===== src/rtl/pipe_reg_de_if.sv =====
// D->E pipeline register bus.
//   master : D-stage side, drives stall/flush and the d_* fields, observes e_*.
//   slave  : the pipeline register, takes stall/flush and d_*, drives e_*.
interface pipe_reg_de_if;
    logic        stall;
    logic        flush;
    logic [31:0] d_instr;
    logic [31:0] d_pc;
    logic [31:0] d_rs_data;
    logic [31:0] d_rt_data;
    logic [31:0] d_ext;
    logic [4:0]  d_wreg;
    logic [1:0]  d_tnew;

    logic [31:0] e_instr;
    logic [31:0] e_pc;
    logic [31:0] e_rs_data;
    logic [31:0] e_rt_data;
    logic [31:0] e_ext;
    logic [4:0]  e_wreg;
    logic [1:0]  e_tnew;
    logic        e_valid;

    modport master (
        output stall, flush,
        output d_instr, d_pc, d_rs_data, d_rt_data, d_ext, d_wreg, d_tnew,
        input  e_instr, e_pc, e_rs_data, e_rt_data, e_ext, e_wreg, e_tnew, e_valid
    );

    modport slave (
        input  stall, flush,
        input  d_instr, d_pc, d_rs_data, d_rt_data, d_ext, d_wreg, d_tnew,
        output e_instr, e_pc, e_rs_data, e_rt_data, e_ext, e_wreg, e_tnew, e_valid
    );
endinterface


===== src/rtl/pipe_reg_de.sv =====
// D->E pipeline register with bubble insertion and stall/flush event counters.
//   clk       : rising-edge clock
//   reset     : asynchronous, active-low; clears all state, e_pc = RESET_PC
//   bus       : pipe_reg_de_if.slave (stall, flush, d_* in; e_* out)
//   stall_cnt : saturating count of edges with stall=1, flush=0
//   flush_cnt : saturating count of edges with flush=1
// Every enabled edge either loads the D-stage fields or inserts a bubble;
// there is no hold state.
module pipe_reg_de #(
    parameter logic [31:0] RESET_PC = 32'h0000_3000,
    parameter int unsigned CNT_W    = 32
) (
    input  logic             clk,
    input  logic             reset,
    pipe_reg_de_if.slave     bus,
    output logic [CNT_W-1:0] stall_cnt,
    output logic [CNT_W-1:0] flush_cnt
);

    logic       bubble;
    logic [1:0] tnew_next;

    assign bubble = bus.stall | bus.flush;

    // One cycle elapses crossing D->E; clamp at 0 so 0 never wraps to 3.
    always_comb begin
        tnew_next = 2'd0;
        if (bus.d_tnew != 2'd0) begin
            tnew_next = bus.d_tnew - 2'd1;
        end
    end

    always_ff @(posedge clk or negedge reset) begin
        if (!reset) begin
            bus.e_instr   <= '0;
            bus.e_pc      <= RESET_PC;
            bus.e_rs_data <= '0;
            bus.e_rt_data <= '0;
            bus.e_ext     <= '0;
            bus.e_wreg    <= '0;
            bus.e_tnew    <= '0;
            bus.e_valid   <= 1'b0;
        end else if (bubble) begin
            // A bubble is an all-zero instruction with no destination, so it
            // causes no architectural write; the PC still tracks D for tracing.
            bus.e_instr   <= '0;
            bus.e_pc      <= bus.d_pc;
            bus.e_rs_data <= '0;
            bus.e_rt_data <= '0;
            bus.e_ext     <= '0;
            bus.e_wreg    <= '0;
            bus.e_tnew    <= '0;
            bus.e_valid   <= 1'b0;
        end else begin
            bus.e_instr   <= bus.d_instr;
            bus.e_pc      <= bus.d_pc;
            bus.e_rs_data <= bus.d_rs_data;
            bus.e_rt_data <= bus.d_rt_data;
            bus.e_ext     <= bus.d_ext;
            bus.e_wreg    <= bus.d_wreg;
            bus.e_tnew    <= tnew_next;
            bus.e_valid   <= 1'b1;
        end
    end

    // Flush takes precedence for accounting when both are asserted.
    always_ff @(posedge clk or negedge reset) begin
        if (!reset) begin
            stall_cnt <= '0;
            flush_cnt <= '0;
        end else begin
            if (bus.flush) begin
                if (flush_cnt != '1) begin
                    flush_cnt <= flush_cnt + CNT_W'(1);
                end
            end else if (bus.stall) begin
                if (stall_cnt != '1) begin
                    stall_cnt <= stall_cnt + CNT_W'(1);
                end
            end
        end
    end

endmodule


===== src/flat_wrapper.sv =====
// flat-port wrapper written by rule: the top's interface ports become plain ports
module pipe_reg_de_flat 
#(
    parameter logic [31:0] RESET_PC = 32'h0000_3000,
    parameter int unsigned CNT_W    = 32
)
  (clk, reset, stall_cnt, flush_cnt, bus_stall, bus_flush, bus_d_instr, bus_d_pc, bus_d_rs_data, bus_d_rt_data, bus_d_ext, bus_d_wreg, bus_d_tnew, bus_e_instr, bus_e_pc, bus_e_rs_data, bus_e_rt_data, bus_e_ext, bus_e_wreg, bus_e_tnew, bus_e_valid);
  pipe_reg_de_if bus_i ();
  input  logic clk;
  input  logic reset;
  output logic [CNT_W-1:0] stall_cnt;
  output logic [CNT_W-1:0] flush_cnt;
  input wire logic [$bits(bus_i.stall)-1:0] bus_stall;
  input wire logic [$bits(bus_i.flush)-1:0] bus_flush;
  input wire logic [$bits(bus_i.d_instr)-1:0] bus_d_instr;
  input wire logic [$bits(bus_i.d_pc)-1:0] bus_d_pc;
  input wire logic [$bits(bus_i.d_rs_data)-1:0] bus_d_rs_data;
  input wire logic [$bits(bus_i.d_rt_data)-1:0] bus_d_rt_data;
  input wire logic [$bits(bus_i.d_ext)-1:0] bus_d_ext;
  input wire logic [$bits(bus_i.d_wreg)-1:0] bus_d_wreg;
  input wire logic [$bits(bus_i.d_tnew)-1:0] bus_d_tnew;
  output wire logic [$bits(bus_i.e_instr)-1:0] bus_e_instr;
  output wire logic [$bits(bus_i.e_pc)-1:0] bus_e_pc;
  output wire logic [$bits(bus_i.e_rs_data)-1:0] bus_e_rs_data;
  output wire logic [$bits(bus_i.e_rt_data)-1:0] bus_e_rt_data;
  output wire logic [$bits(bus_i.e_ext)-1:0] bus_e_ext;
  output wire logic [$bits(bus_i.e_wreg)-1:0] bus_e_wreg;
  output wire logic [$bits(bus_i.e_tnew)-1:0] bus_e_tnew;
  output wire logic [$bits(bus_i.e_valid)-1:0] bus_e_valid;
  assign bus_i.stall = bus_stall;
  assign bus_i.flush = bus_flush;
  assign bus_i.d_instr = bus_d_instr;
  assign bus_i.d_pc = bus_d_pc;
  assign bus_i.d_rs_data = bus_d_rs_data;
  assign bus_i.d_rt_data = bus_d_rt_data;
  assign bus_i.d_ext = bus_d_ext;
  assign bus_i.d_wreg = bus_d_wreg;
  assign bus_i.d_tnew = bus_d_tnew;
  assign bus_e_instr = bus_i.e_instr;
  assign bus_e_pc = bus_i.e_pc;
  assign bus_e_rs_data = bus_i.e_rs_data;
  assign bus_e_rt_data = bus_i.e_rt_data;
  assign bus_e_ext = bus_i.e_ext;
  assign bus_e_wreg = bus_i.e_wreg;
  assign bus_e_tnew = bus_i.e_tnew;
  assign bus_e_valid = bus_i.e_valid;
  pipe_reg_de #(.RESET_PC(RESET_PC), .CNT_W(CNT_W)) u_core (.clk(clk), .reset(reset), .bus(bus_i), .stall_cnt(stall_cnt), .flush_cnt(flush_cnt));
endmodule

===== config.mk =====
export PLATFORM = sky130hd
export DESIGN_NAME = pipe_reg_de_flat
export DESIGN_NICKNAME = d
export VERILOG_FILES = /design/src/rtl/pipe_reg_de_if.sv /design/src/rtl/pipe_reg_de.sv /design/src/flat_wrapper.sv
export SDC_FILE = /design/constraint.sdc
export NUM_CORES = 1
export LEC_CHECK = 0
export BUFFER_PORTS_ARGS = -buffer_cell sky130_fd_sc_hd__buf_2
export CORE_MARGIN = 8
export CORE_UTILIZATION = 35
export CTS_BUF_LIST = sky130_fd_sc_hd__clkbuf_16
export DETAILED_ROUTE_END_ITERATION = 6
export PLACE_DENSITY = 0.72
export SKIP_CTS_REPAIR_TIMING = 1
export SKIP_LAST_GASP = 1
export SLEW_MARGIN = 20
export SYNTH_ARGS = -nofsm -noshare
export SYNTH_HDL_FRONTEND = slang
export SYNTH_SLANG_ARGS = --single-unit

===== constraint.sdc =====
create_clock -name clk -period 5.7 [get_ports clk]
set_input_delay 1.14 -clock clk [delete_from_list [all_inputs] [get_ports clk]]
set_output_delay 1.14 -clock clk [all_outputs]
set_load 0.01 [all_outputs]

==> results of run 1 <==
## path summary, 6_finish.rpt
kind	start	endpoint	slack, ns	cells after the start
worst min register to register	u_core.stall_cnt[27]	u_core.stall_cnt[27]	0.49	1
min in group clk	u_core.stall_cnt[27]	u_core.stall_cnt[27]	0.49	1
worst max-delay path	bus_flush	u_core.bus.e_tnew[1]	3.21	4
worst min-delay path	reset	u_core.flush_cnt[29]	0.49	1
max in group asynchronous	reset	u_core.bus.e_pc[13]	4.39	2
worst max register to register	u_core.flush_cnt[9]	u_core.flush_cnt[1]	3.51	5
## worst max-delay path: cells and delay by family
kind                   cells  cell delay, ns
buffers and inverters      2            0.81
AND/OR/NAND/NOR            2            0.92
## placed cells by master (no fill, tap or decap), types with 4 or more instances in the layout
cell type	instances
nand3_1	24
and4_1	7
nand4_1	24
buf_2	401
xnor2_1	45
inv_1	10
dfrtp_1	230
and2_1	134
and3_1	23
clkinv_1	5
nand2_1	19
clkbuf_16	25
clkinv_2	4
nor2_1	12
xor2_1	14
## metal layers
layer / GRT usage / part of all wire / wire length, um
met5: 0 / 0.0039 / 98
met4: 0.0458 / 0.023 / 575
met3: 0.0747 / 0.10 / 2590
met2: 0.289 / 0.50 / 12500
met1: 0.182 / 0.36 / 9060
## cell type report
type	instances	area, um^2	area share
multi-input cells	338	2330	0.204
flip-flops and latches	232	5810	0.510
inverters	4	15.0	0.00132
well taps	319	399	0.0350
repair buffers	405	2080	0.182
clock inverters	19	139	0.0122
clock buffers	25	626	0.0549
diodes	2	5.00	0.000439
## state kept, by name, summed over array words and instances, names as in the netlist
| register | count |
|---|---|
| u_core.bus.e_ext | 32 |
| u_core.bus.e_instr | 32 |
| u_core.bus.e_pc | 32 |
| u_core.bus.e_rs_data | 32 |
| u_core.bus.e_rt_data | 32 |
| u_core.bus.e_tnew | 2 |
| u_core.bus.e_valid | 1 |
| u_core.bus.e_wreg | 5 |
| u_core.flush_cnt | 32 |
| u_core.stall_cnt | 32 |
## metrics by stage
stage	area [um^2]	hold WS (ns)	util	worst slack, ns	cells
after floorplan	8210	0.519	-	3.09	591
after global placement	10600	0.475	0.456	2.60	1297
after detailed placement	10600	0.482	0.456	2.63	1297
after CTS	11400	0.493	0.489	3.17	1341
after global routing	11400	0.498	0.490	2.96	1342
final	11400	0.485	0.490	3.21	1344
## power by group
| group | internal, mW | leakage [nW] | total, mW | switching [mW] |
|---|---|---|---|---|
| clock network | 0.883 | 0.400 | 1.52 | 0.635 |
| registers | 1.74 | 3.06 | 1.82 | 0.0752 |
| logic | 0.175 | 2.81 | 0.378 | 0.203 |
## cells by family (layout without fill, tap and decap cells)
group	Yosys count	count (layout)	share of synthesized area
other cells	0	2	0
fa+ha+maj	2	2	0.00305
mux	3	3	0.00411
flops	232	232	0.707
buf+inv	21	453	0.00990
compound gates	12	12	0.0162
simple gates	262	262	0.196
xor+xnor	59	59	0.0629
==> flow_summary.toml, run 1 <==
[floorplan]
die_h_um = 169
fp-row-count = 56
die_w_um = 169
io_pins = 403
start_util = 0.353
die-area_um2 = 28600
core_um2 = 23300

[cells_and_area]
n_fill_cell = 2123
nets = 1179
drive_gt1_frac = 0.449
area_growth_pct = 38.8

[timing]
fmax_mhz = 402
fin_crit_ns = 2.49
finClkSkew_ns = 0.00794
worst_pin_slew_ns = 0.848
slew_violations = 0
setup_viol = 0
relSlewSlack = 0.433
finalHoldViolations = 0
final.setup.tns_ns = 0
rsz0062_at_grt = "no"
min_period_over_period = 0.437

[clock_tree]
numClockSinks = 232
clock_latency_ns = 0.51
clk_pin_slew_ns = 0.06
cts_max_path_buffers = 3
cts_root_buf = "clkbuf_16"
cts_buffers = 25
cts.htree.levels = 1
cts_tree = "yes"

[synthesis]
yosysSeqAreaShare = 0.707
synth_top_area_cell = "dfrtp_1"
synth_most_common_cell = "dfrtp_1"
synthFlopType = "dfrtp_1"
synthesis.area_um2 = 8210
syn-mean-instance-area_um2 = 13.9
async_reset_ff_frac = 1.00
synth_cell_types = 40
synthTopCellsByArea = "dfrtp_1 70%, and2_1 10%, xnor2_1 4.8%"
synth-seq-cells = 232
yosysWarnings = 0
synth_edf_count = 0
synth_fp_nets = 764
synth_top_cell_area_share = 0.701
synth_common_cells = "230 x dfrtp_1, 134 x and2_1, 45 x xnor2_1"
syn_inst = 591

[route]
drc = 0
dr.pass1.iters = 4
via_count = 5912
postRouteWirelength_um = 24900
wire_per_inst_um = 18.5
drt-initial-drc-count = 353
antenna_left = 0
vias_per_cell = 4.40

[grt]
grt_antenna_before_repair = 10
grt_pass1_wl_um = 36900
grt-ovfl-total = 0
grt.total_usage = 0.166
grt_max_degree = 138
grt_pass1_vias = 6260

[outcome]
outcome = "finished, final reports clean"

[setup_path]
crit_path_end_kind = "register"
cp_slowest_cell = "nor2_4"
critPathMaxFanout = 87
arrival_ns = 2.93
critical_path_required_ns = 6.14
crit_chain = "buf_2 > nor2_4 > buf_4 > and3_1"
worstSetupPathType = "in2reg"
startpoint_type = "input pin"
slowest_delay_ns = 0.68

[power]
fin_total_pwr_mw = 3.71
ir_drop_mv = 0.248
p_leak_nw = 6.27
power_density_nw_per_um2 = 326

[placement]
globalplace.congestion = 0.805
portBuffers = 402
hpwlAfterDp_um = 19300

[min_path]
hold_path.class = "in2async"

[job]
drv_cap = 0
(Power assumes the default switching activity.)
==> run 2: changes to the inputs <==
--- a/config.mk
+++ b/config.mk
@@ -5,12 +5,13 @@
 export SDC_FILE = /design/constraint.sdc
 export NUM_CORES = 1
 export LEC_CHECK = 0
+export ABC_AREA = 1
 export BUFFER_PORTS_ARGS = -buffer_cell sky130_fd_sc_hd__buf_2
 export CORE_MARGIN = 8
 export CORE_UTILIZATION = 35
 export CTS_BUF_LIST = sky130_fd_sc_hd__clkbuf_16
 export DETAILED_ROUTE_END_ITERATION = 6
-export PLACE_DENSITY = 0.72
+export PLACE_DENSITY = 0.7
 export SKIP_CTS_REPAIR_TIMING = 1
 export SKIP_LAST_GASP = 1
 export SLEW_MARGIN = 20
==> constraint.sdc (replaced) <==
create_clock -name clk -period 2.4 [get_ports clk]
set_input_delay 0.48 -clock clk [delete_from_list [all_inputs] [get_ports clk]]
set_output_delay 0.48 -clock clk [all_outputs]
set_load 0.01 [all_outputs]
==> run 2 against run 1 <==
  * Combinational power is 130% higher
  * Worst hold slack got worse by 0.43 ns
  * Cell count increased by 40%
  * Power up 150%
  * First-iteration DRC count up 0.28%
  * Clock-buffer cell count increased by 2
  * Core utilization fell by 1.0 points
  * Clock skew shrank 0.0019 ns
  * Critical path depth grew 6
  * Sequential power up 130%
==> flow_summary.toml, run 2 <==
[outcome]
outcome = "finished, final reports clean"

[clock_tree]
cts_root_buf = "clkbuf_16"
cts_tree = "yes"
clock_latency_ns = 0.52
numClockSinks = 232
clk_pin_slew_ns = 0.07
cts_max_path_buffers = 3
cts_buffers = 26
cts.htree.levels = 1

[synthesis]
synth_top_area_cell = "dfrtp_1"
synth_common_cells = "303 x nand2_1, 236 x nor2_1, 230 x dfrtp_1"
synthTopCellsByArea = "dfrtp_1 61%, nand2_1 12%, nor2_1 9.4%"
synth_most_common_cell = "nand2_1"
yosysSeqAreaShare = 0.615
synth_top_cell_area_share = 0.610
synth_edf_count = 0
yosysWarnings = 0
synthesis.area_um2 = 9440
syn_inst = 1095
syn-mean-instance-area_um2 = 8.62
synth-seq-cells = 232
async_reset_ff_frac = 1.00
synth_fp_nets = 1268
synthFlopType = "dfrtp_1"
synth_cell_types = 25

[min_path]
hp-start = "bus_d_pc[13]"
hold_path.class = "in2reg"

[placement]
dp_slack_ns = 0.395
globalplace.congestion = 0.861
portBuffers = 402
dp.cells = 1827
hpwlAfterDp_um = 24500
post_dp_cell_area_um2 = 11900

[grt]
grt_max_degree = 63
top_usage_layer = "met2"
use_met2 = 0.326
globalRouteMet3Util = 0.0776
grt_antenna_before_repair = 14
grt-ovfl-total = 0
grt.total_usage = 0.183
grt_pass1_vias = 8466
grt_pass1_wl_um = 47400
grtUsageMet1 = 0.191

[floorplan]
io_pins = 403
core_um2 = 26700
die_w_um = 180
fp-row-count = 60
die_h_um = 180
die-area_um2 = 32500
start_util = 0.353

[timing]
fin_crit_ns = 2.00
rsz0062_at_grt = "no"
final.setup.tns_ns = 0
finalHoldViolations = 0
slew_violations = 0
setup_viol = 0
fmax_mhz = 499
finalWorstSetupSlack_ns = 0.395
min_period_over_period = 0.835
worst_pin_slew_ns = 0.507
finClkSkew_ns = 0.00602
relSlewSlack = 0.662

[cells_and_area]
drive_gt1_frac = 0.313
mostFrequentLayoutCells = "401 x buf_2, 303 x nand2_1, 236 x nor2_1, 230 x dfrtp_1, 178 x inv_1"
nets = 1688
area_growth_pct = 35.9
fin_util = 0.480
design_area_um2 = 12800
instances_no_fill = 1880
n_fill_cell = 2595
final_common_cell = "buf_2"

[power]
ir_drop_mv = 0.759
p_leak_nw = 7.38
power_density_nw_per_um2 = 716

[route]
drt-initial-drc-count = 354
dr.pass1.iters = 4
drc = 0
wire_per_inst_um = 16.3
via_count = 8295
antenna_left = 0
vias_per_cell = 4.41
postRouteWirelength_um = 30600

[setup_path]
crit_path_end_kind = "register"
arrival_ns = 2.42
critPathMaxFanout = 27
crit_start = "u_core.stall_cnt[0]"
startpoint_type = "register"
worstSetupPathType = "reg2reg"
critical_path_required_ns = 2.81
r2r-start = "u_core.stall_cnt[0]"

[job]
drv_cap = 0
[run 2: layout make-up]
cell class                 instances  area [um^2]  area share
sequential                       232         5810       0.453
multi-input combinational        658         2820       0.220
timing repair buffer             417         2190       0.171
inverter                         180          678      0.0529
clock buffer                      27          676      0.0527
tap                              341          427      0.0333
clock inverter                    19          205      0.0160
antenna                            6         15.0     0.00117
[run 2: cell families after synthesis]
| group | synth area share |
|---|---|
| buffers and inverters | 0.0853 |
| DFF | 0.615 |
| AOI/OAI and AO/OA | 0.00477 |
| and+or+nand+nor | 0.274 |
| adders and majority gates | 0.00265 |
| xor gates and xnor gates | 0.0176 |
[run 2: report_power, final]
group	internal [mW]	switching (mW)	leakage, nW
logic	0.356	0.533	3.87
registers	4.09	0.127	3.08
clock network	2.46	1.60	0.429
[run 2: through the flow]
step	power, mW	hold slack [ns]
2_1_floorplan	4.64	0.184
3_3_place_gp	5.18	0.468
3_5_place_dp	5.20	0.469
4_1_cts	9.32	-0.0914
5_1_grt	9.56	0.0269
6_report	9.18	0.0526
[run 2: worst paths after layout]
path / cells after the start / end / slack (ns)
worst max-delay path: 10 / u_core.stall_cnt[15] / 0.40
max in group asynchronous: 3 / u_core.bus.e_pc[12] / 1.19
worst max register to register: 10 / u_core.stall_cnt[15] / 0.40
min in group asynchronous: 2 / u_core.flush_cnt[29] / 0.50
worst min register to register: 2 / u_core.flush_cnt[0] / 0.54
worst min-delay path: 1 / u_core.bus.e_pc[13] / 0.05
[run 2: routing by layer]
layer | vias to the layer above | wire (um)
met1 | 3831 | 11200
li1 | 4084 | -
met5 | - | 114
met3 | 69 | 2960
met4 | 18 | 946
met2 | 293 | 15400
[run 2: critical path, stage by stage, from the launching register on]
cell and delay, ns:
dfrtp_1 0.45, ha_1 0.28, inv_1 0.07, nor2_2 0.13
nand2_2 0.10, nor2_4 0.13, nand2_4 0.17, nand2_4 0.24
inv_2 0.15, nand2_1 0.10, nand2_1 0.06
